--- src/rtl/music_pkg.sv ---
// rtl/music_pkg.sv - note codes and tone timing helpers shared by the playback datapath
// Contents:
//   NOTE_W, NOTE_REST, NOTE_C4..NOTE_B4  note code width and named codes
//   is_pitched(code)                     1 for C4..B4 (1..12), 0 for rests (0, 13..15)
//   half_period(code, clk_hz)            clock cycles per half wave, rounded; 0 for rests
package music_pkg;

    localparam int NOTE_W = 4;

    localparam logic [NOTE_W-1:0] NOTE_REST = 4'd0;
    localparam logic [NOTE_W-1:0] NOTE_C4   = 4'd1;
    localparam logic [NOTE_W-1:0] NOTE_CS4  = 4'd2;
    localparam logic [NOTE_W-1:0] NOTE_D4   = 4'd3;
    localparam logic [NOTE_W-1:0] NOTE_DS4  = 4'd4;
    localparam logic [NOTE_W-1:0] NOTE_E4   = 4'd5;
    localparam logic [NOTE_W-1:0] NOTE_F4   = 4'd6;
    localparam logic [NOTE_W-1:0] NOTE_FS4  = 4'd7;
    localparam logic [NOTE_W-1:0] NOTE_G4   = 4'd8;
    localparam logic [NOTE_W-1:0] NOTE_GS4  = 4'd9;
    localparam logic [NOTE_W-1:0] NOTE_A4   = 4'd10;
    localparam logic [NOTE_W-1:0] NOTE_AS4  = 4'd11;
    localparam logic [NOTE_W-1:0] NOTE_B4   = 4'd12;

    function automatic logic is_pitched(input logic [NOTE_W-1:0] code);
        return (code >= NOTE_C4) && (code <= NOTE_B4);
    endfunction

    // Equal temperament anchored on A4 = 440 Hz exactly (C4 is about 261.63 Hz),
    // frequencies held in micro-hertz so the rounding stays in integer arithmetic.
    // Only ever called with constant arguments, so it folds into a ROM.
    function automatic logic [16:0] half_period(input logic [NOTE_W-1:0] code,
                                                input longint clk_hz);
        longint f_uhz;
        case (code)
            NOTE_C4:  f_uhz = 64'sd261_625_565;
            NOTE_CS4: f_uhz = 64'sd277_182_631;
            NOTE_D4:  f_uhz = 64'sd293_664_768;
            NOTE_DS4: f_uhz = 64'sd311_126_984;
            NOTE_E4:  f_uhz = 64'sd329_627_557;
            NOTE_F4:  f_uhz = 64'sd349_228_231;
            NOTE_FS4: f_uhz = 64'sd369_994_423;
            NOTE_G4:  f_uhz = 64'sd391_995_436;
            NOTE_GS4: f_uhz = 64'sd415_304_698;
            NOTE_A4:  f_uhz = 64'sd440_000_000;
            NOTE_AS4: f_uhz = 64'sd466_163_762;
            NOTE_B4:  f_uhz = 64'sd493_883_301;
            default:  f_uhz = 64'sd0;
        endcase
        if (f_uhz == 64'sd0) begin
            return '0;
        end
        // round(clk_hz / (2 f)) = (clk_hz*1e6 + f_uhz) / (2 f_uhz)
        return 17'((clk_hz * 64'sd1_000_000 + f_uhz) / (64'sd2 * f_uhz));
    endfunction

endpackage

--- src/rtl/note_playback_datapath_tone_gen.sv ---
// rtl/note_playback_datapath_tone_gen.sv - square-wave tone generator driven by the current note
// Ports:
//   clk, reset    system clock, synchronous active-low reset
//   note          registered note code to sound
//   tone_active   1 while note is pitched
//   audio_out     registered signed sample: +AMPL, -AMPL or 0, one cycle after note
module tone_gen
    import music_pkg::*;
#(
    parameter int                 CLK_HZ = 50_000_000,
    parameter logic signed [23:0] AMPL   = 24'sd4194304
) (
    input  logic                     clk,
    input  logic                     reset,
    input  logic [NOTE_W-1:0]        note,
    output logic                     tone_active,
    output logic signed [23:0]       audio_out
);

    logic [16:0]       hp_rom [1<<NOTE_W];
    logic [16:0]       hp;
    logic [NOTE_W-1:0] prev_note;
    logic [16:0]       cnt;
    logic [16:0]       cnt_n;
    logic              phase;
    logic              phase_n;

    for (genvar g = 0; g < (1 << NOTE_W); g++) begin : g_rom
        localparam logic [16:0] HP = half_period(NOTE_W'(g), longint'(CLK_HZ));
        assign hp_rom[g] = HP;
    end

    assign hp          = hp_rom[note];
    assign tone_active = is_pitched(note);

    // A new code restarts on the positive half; a repeated code across slot
    // boundaries keeps counting so the waveform stays continuous. Rests park at 0.
    always_comb begin
        cnt_n   = '0;
        phase_n = 1'b0;
        if (tone_active) begin
            if (note != prev_note) begin
                cnt_n   = hp - 17'd1;
                phase_n = 1'b0;
            end else if (cnt == '0) begin
                cnt_n   = hp - 17'd1;
                phase_n = ~phase;
            end else begin
                cnt_n   = cnt - 17'd1;
                phase_n = phase;
            end
        end
    end

    always_ff @(posedge clk) begin
        if (!reset) begin
            prev_note <= NOTE_REST;
            cnt       <= '0;
            phase     <= 1'b0;
            audio_out <= '0;
        end else begin
            prev_note <= note;
            cnt       <= cnt_n;
            phase     <= phase_n;
            // Uses the updated phase so the first sample of a new note is +AMPL.
            audio_out <= tone_active ? (phase_n ? -AMPL : AMPL) : '0;
        end
    end

endmodule

--- src/rtl/note_playback_datapath.sv ---
// rtl/note_playback_datapath.sv - note register file, write control and playback read path
// Ports:
//   clk, reset     system clock, synchronous active-low reset
//   note_in        note code to store
//   ld_note        load level; one write per rising edge, ignored during playback
//   ld_play        playback level
//   note_counter   playback slot index
//   wr_ptr         next slot to be written
//   mem_full       sticky, set once every slot has been written
//   cur_note       registered note being played (rest when not playing)
//   tone_active    cur_note is pitched
//   audio_out      signed square-wave sample
module note_playback_datapath
    import music_pkg::*;
#(
    parameter int                 CLK_HZ = 50_000_000,
    parameter int                 DEPTH  = 16,
    parameter logic signed [23:0] AMPL   = 24'sd4194304
) (
    input  logic                     clk,
    input  logic                     reset,
    input  logic [NOTE_W-1:0]        note_in,
    input  logic                     ld_note,
    input  logic                     ld_play,
    input  logic [NOTE_W-1:0]        note_counter,
    output logic [NOTE_W-1:0]        wr_ptr,
    output logic                     mem_full,
    output logic [NOTE_W-1:0]        cur_note,
    output logic                     tone_active,
    output logic signed [23:0]       audio_out
);

    logic [NOTE_W-1:0] mem [DEPTH];
    logic              ld_note_d;
    logic              wr_en;

    // ld_note_d tracks ld_note even during play, so an edge that lands while
    // playing is consumed and never turns into a late write.
    assign wr_en = ld_note & ~ld_note_d & ~ld_play;

    always_ff @(posedge clk) begin
        if (!reset) begin
            for (int i = 0; i < DEPTH; i++) begin
                mem[i] <= NOTE_REST;
            end
            wr_ptr    <= '0;
            mem_full  <= 1'b0;
            ld_note_d <= 1'b0;
            cur_note  <= NOTE_REST;
        end else begin
            ld_note_d <= ld_note;
            if (wr_en) begin
                mem[wr_ptr] <= note_in;
                wr_ptr      <= wr_ptr + 1'b1;
                if (wr_ptr == NOTE_W'(DEPTH - 1)) begin
                    mem_full <= 1'b1;
                end
            end
            cur_note <= ld_play ? mem[note_counter] : NOTE_REST;
        end
    end

    tone_gen #(
        .CLK_HZ (CLK_HZ),
        .AMPL   (AMPL)
    ) u_tone_gen (
        .clk         (clk),
        .reset       (reset),
        .note        (cur_note),
        .tone_active (tone_active),
        .audio_out   (audio_out)
    );

endmodule

--- config.mk ---
export PLATFORM = sky130hd
export DESIGN_NAME = note_playback_datapath
export DESIGN_NICKNAME = d
export VERILOG_FILES = /design/src/rtl/music_pkg.sv /design/src/rtl/note_playback_datapath_tone_gen.sv /design/src/rtl/note_playback_datapath.sv
export SDC_FILE = /design/constraint.sdc
export NUM_CORES = 1
export LEC_CHECK = 0
export BUFFER_PORTS_ARGS = -buffer_cell sky130_fd_sc_hd__buf_2
export CORE_UTILIZATION = 60
export DETAILED_ROUTE_END_ITERATION = 16
export PLACE_DENSITY = 0.8
export SLEW_MARGIN = 20
export SYNTH_ARGS = -nofsm -noshare
export SYNTH_HDL_FRONTEND = slang
export SYNTH_SLANG_ARGS = --single-unit
export TNS_END_PERCENT = 1
--- constraint.sdc ---
create_clock -name clk -period 4.1 [get_ports clk]
set_input_delay 0.205 -clock clk [delete_from_list [all_inputs] [get_ports clk]]
set_output_delay 0.205 -clock clk [all_outputs]
set_load 0.05 [all_outputs]
Word level (Yosys, flattened, before mapping)
Memories as Yosys holds them, arrays and structs flattened. A register that Yosys moved wholly into a read port is not among the register bits.
Cells that the tools add are included.

storage, ports and cells
  memories = 2
  bits in registers = 52
  output and inout port bits = 34
  bits of input ports = 12
  bits in writable memories = 64
  ROM bits = 272

operators by class
  add/subtract/negate cells = 3
  $lt $le $gt $ge = 3
  muxes and demuxes = 15
  bitwise operators = 6
  reductions and logical operators = 7
  eq/ne operators = 2

memory list
  name             depth  bits a word  read ports  clocked after memory_dff  write ports  line                                   text
  (no name shown)  16     17           1           0                         0            note_playback_datapath_tone_gen.sv:33  assign hp = hp_rom[note];
  mem              16     4            1           1                         16           note_playback_datapath.sv:33           logic [NOTE_W-1:0] mem [DEPTH];

operator list
  kind                   count
  $mux 17                4
  $sub 17x1->17 const B  2
  $mux 24                1
  $logic_not 17->1       1
  $mux 1                 8
  $mux 4                 2
  $reduce_and 2->1       3
  $ge 5x5->1 const B     1
  $not 4->5              1
  $add 4x1->4 const B    1
  $eq 4x4->1 const B     1
  $ge 4x1->1 const B     1
  $le 4x4->1 const B     1
  $ne 4x4->1             1
  $reduce_or 4->1        1
  $not 1->1              3
  $and 1x1->1            2
  $logic_and 1x1->1      1
  $logic_not 1->1        1

Logic depth before layout (Yosys ltp)
  depth after elaboration = 8
  depth in mapped cells = 12
  mapped depth without buffers = 10

By module
From an unflattened synthesis, not the netlist that was laid out.

unflattened totals
  cells, all modules = 497
  area total of the unflattened synthesis = 5,470.2 sq um

modules (own cells, without submodules)
  module                  times used  area each (sq um)  seq. area each (sq um)  cells each
  note_playback_datapath  1           3,484.6            2,122.0                 245
  tone_gen                1           1,985.7            480.5                   252

Worst setup path before layout
OpenSTA, ideal clock, no wires.

  kind = reg-to-reg
  from = register cur_note[0], read port of mem
  to = register u_tone_gen.cnt[12]
  cell stages (with the launch flop) = 13
  path slack = 841 ps
  library setup time = 91 ps
  arrival time = 3,168 ps
  path through = dfxtp_1 clkbuf_1 inv_1 ha_1 buf_2 mux4_2 inv_1 ha_1 a311oi_1 a221o_1 nor3b_2 nand2_1 a311oi_1

on the way
  word-level cells in the longest chain between the ends = 7

ends and longest elaborated chain
  what                                         line                                                                          text
  start, declared                              note_playback_datapath.sv:28                                                  output logic [NOTE_W-1:0] cur_note,
  $not 4->5 (not written as such)              note_playback_datapath_tone_gen.sv:33
  $mem_v2 16x17                                --
  $mux 17 (not written as such) (2 in series)  note_playback_datapath_tone_gen.sv:33
  $sub 17x1->17                                note_playback_datapath_tone_gen.sv:43, note_playback_datapath_tone_gen.sv:46
  $mux 17                                      note_playback_datapath_tone_gen.sv:45                                         end else if (cnt == '0) begin
  $mux 17                                      note_playback_datapath_tone_gen.sv:42                                         if (note != prev_note) begin
  end signal, assigned                         note_playback_datapath_tone_gen.sv:63                                         cnt <= cnt_n;
  end, declared                                note_playback_datapath_tone_gen.sv:23                                         logic [16:0] cnt;

Several ways; a longest one is shown, not always the timed one. The select of a mux whose other input is x is not followed.
A chain may end at the register's enable or synchronous reset.

Final worst setup path
  from = register cur_note[1], read port of mem
  to = register u_tone_gen.cnt[12]

Same word-level chain as after synthesis.

==> impl_metrics.env <==
export IMPL_clk_latency_ns=0.36
export IMPL_initial_core_util_pct=62.91
export IMPL_route_met3_wl_um=716
export IMPL_min_period_over_period_pct=79.57
export IMPL_drive_gt1_share_pct=16.86
export IMPL_synth_top_flop_cell="edfxtp_1"
export IMPL_numPortBuffers=23
export IMPL_synthCells=498
export IMPL_cts_root_buf="clkbuf_8"
export IMPL_numCtsBuffers=9
export IMPL_grt_pass1_vias=3590
export IMPL_min_to="ld_note_d"
export IMPL_cts_hold_buf=0
export IMPL_max_slew_margin_rel_pct=40.27
export IMPL_maxSlewViolCount=0
export IMPL_grtUsageTotal_pct=25.25
export IMPL_synth_seq_cells=98
export IMPL_synth_top_family_by_area="simple AND/OR/NAND/NOR gates"
export IMPL_rsz0062_at_grt="no"
export IMPL_min_from="ld_note"
export IMPL_hold_depth=2
export IMPL_hp_class="in -> reg"
export IMPL_hold_violations=0
export IMPL_cap_violations=0
export IMPL_setup_tns_ns=0
export IMPL_critPathCaptureType="register"
export IMPL_yosysTopAreaCell="edfxtp_1"
export IMPL_post_cts_resized=0
export IMPL_routed_wl_mm=11.26
export IMPL_synth_top_area_share_pct=34.52
export IMPL_synth_compound_area_share_pct=8.024
export IMPL_rrSetupSlack_ns=0.84
export IMPL_critPathLaunchType="register"
export IMPL_synth_most_common_cell="and2_1"
export IMPL_fin_crit_ns=3.263
export IMPL_grt_antenna_before_repair=0
export IMPL_clock_sinks=98
export IMPL_finClkSkew_ns=0.009138
export IMPL_coreArea_um2=8848
export IMPL_vdd_ir_drop_worst_mv=0.2277
export IMPL_yosys_top_cells_count="and2_1, edfxtp_1, nor2_1"
export IMPL_syn_area_um2=5567
export IMPL_pin_count=46
export IMPL_cp_required_ns=4.37
export IMPL_ff2ff_path_depth=10
export IMPL_setup_viol=0
export IMPL_avgRoutedWirePerCell_um=18.22
export IMPL_drt_initial_drc_count=224
export IMPL_post_cts_buffers=0
export IMPL_grt_remaining_overflow=0
export IMPL_grt_pass1_wl_mm=18.64
export IMPL_vias_per_cell=6.039
export IMPL_num_rows=34
export IMPL_dr_wl_met2_mm=6.047
export IMPL_dpl_hpwl_mm=8.126
export IMPL_die_h_um=98.32
export IMPL_drc=0
export IMPL_status="finished clean"
export IMPL_grt_max_degree=36
export IMPL_synthAdderAreaFrac_pct=3.147
export IMPL_area_growth_pct=4.091
export IMPL_clk_pin_slew_worst_paths_ns=0.10
export IMPL_synthSimpleGateAreaFrac_pct=20.50
export IMPL_avgSynthCellArea_um2=11.18
export IMPL_path_class="reg -> reg"
export IMPL_synth_area_top_cells="edfxtp_1, dfxtp_1, mux4_2, and2_1, buf_4"
export IMPL_cts_tree="built"
export IMPL_cts_buffer_depth=2
export IMPL_cp_arrival_ns=3.53
export IMPL_ctsHtreeMaxLevel=3
export IMPL_power_leakage_nw=2.262
export IMPL_num_nets_final=531
export IMPL_yosysSeqAreaShare_pct=46.75
export IMPL_worstMarginPinSlew_ns=0.8940
export IMPL_route_vias_total=3732
export IMPL_first_pass_iters=7
export IMPL_wl_met1_mm=4.328
export IMPL_antenna_left=0
export IMPL_async_reset_ff_share_pct=0
export IMPL_highest_layer="met4"
export IMPL_holdWs_ns=0.1092
export IMPL_die_x_um=98.32
export IMPL_synth_enable_flop_cells=64
export IMPL_place_congestion=1.028
export IMPL_ys_warn_count=0
export IMPL_r2r_start="cur_note[1]"
export IMPL_r2r_end="u_tone_gen.cnt[12]"
export IMPL_ys_types=63
export IMPL_max_freq_mhz=306.5
export IMPL_powerDensity_nw_per_um2=440.9
export IMPL_synth_xor_area_share_pct=4.405
export IMPL_crit_fanout=14
export IMPL_synth_mux_area_fraction_pct=10.41
export IMPL_die_area_um2=9667
export IMPL_antenna_cells=0
-- critical path: stages (launching register included) --
cell and delay, ns:
dfxtp_1 0.60, inv_1 0.25, ha_1 0.37, mux4_2 0.50, inv_1 0.07, ha_1 0.20
a311oi_1 0.12, a221o_1 0.36, nor3b_2 0.33, nand2_1 0.10, a311oi_1 0.27
-- metrics by stage --
stage	std cells	power (mW)	cell area (µm²)	worst slack (ns)	util [%]
2_1_floorplan	519	1.835	5645	0.8414	-
3_3_place_gp	602	1.911	5583	1.008	63.09
3_5_place_dp	602	1.923	5583	0.8264	63.09
4_1_cts	618	2.557	5792	0.8249	65.46
5_1_grt	618	2.693	5794	0.5739	65.48
6_report	618	2.555	5794	0.8375	65.48
-- layout make-up --
class / instances / area [µm²]
repair buffers: 24 / 122.6
clock inverters: 7 / 85.08
multi-input cells: 358 / 2670
inverters: 14 / 52.55
fillers: 698 / 3054
flip-flops and latches: 98 / 2605
well taps: 108 / 135.1
clock buffers: 9 / 123.9
-- flip-flops by register name, summed over array words and instances, names as in the netlist --
name	flops
mem	64
cur_note	4
u_tone_gen.audio_out	2
mem_full	1
wr_ptr	4
u_tone_gen.prev_note	4
u_tone_gen.cnt	17
ld_note_d	1
u_tone_gen.phase	1
-- routing by layer --
metal | vias to the layer above | global-route usage, %
li1 | 1753 | -
met1 | 1818 | 31.15
met2 | 146 | 45.50
met3 | 15 | 4.868
met4 | 0 | 6.544
met5 | - | 0
-- how the worst max path moves through the flow --
stage,cells past startpoint,end,start,slack [ns]
4_1_cts,10,u_tone_gen.cnt[12],cur_note[1],0.82
3_5_place_dp,10,u_tone_gen.cnt[12],cur_note[1],0.83
2_1_floorplan,12,u_tone_gen.cnt[12],cur_note[0],0.84
6_report,10,u_tone_gen.cnt[12],cur_note[1],0.84
3_3_place_gp,10,u_tone_gen.cnt[12],cur_note[1],1.01
5_1_grt,10,u_tone_gen.cnt[12],cur_note[1],0.57
-- cells in the final DEF, fill, tap and decap left out, types with 3 or more instances in the layout --
master / n
a21o_1: 3
a21oi_1: 17
a311oi_1: 3
and2_1: 73
and3_1: 5
buf_2: 23
clkbuf_8: 9
conb_1: 22
dfxtp_1: 32
edfxtp_1: 64
ha_1: 14
inv_1: 11
inv_2: 3
inv_6: 3
mux2i_1: 5
mux4_2: 22
nand2_1: 16
nand2b_1: 7
nand3_1: 8
nand4_1: 4
nor2_1: 39
nor2b_1: 4
nor3_1: 10
nor3b_1: 4
nor4_1: 6
o21ai_0: 21
o21ai_1: 5
xnor2_1: 13
xor2_1: 15
-- cells by family (layout without fill, tap and decap cells) --
family	count (synthesis)	after routing
xor+xnor	28	28
buf+inv	63	54
simple gates	195	195
mux	30	30
flops	98	98
compound gates	69	69
other cells	1	22
fa+ha+maj	14	14
-- power breakdown --
group          internal [mW]  total (mW)  switching [mW]  leakage (nW)
clock network          0.293       0.645           0.353         0.103
logic                  0.283       0.733           0.449          1.22
registers               1.11        1.18          0.0648         0.939
total                   1.69        2.55           0.867          2.26
(Power assumes the default switching activity.)
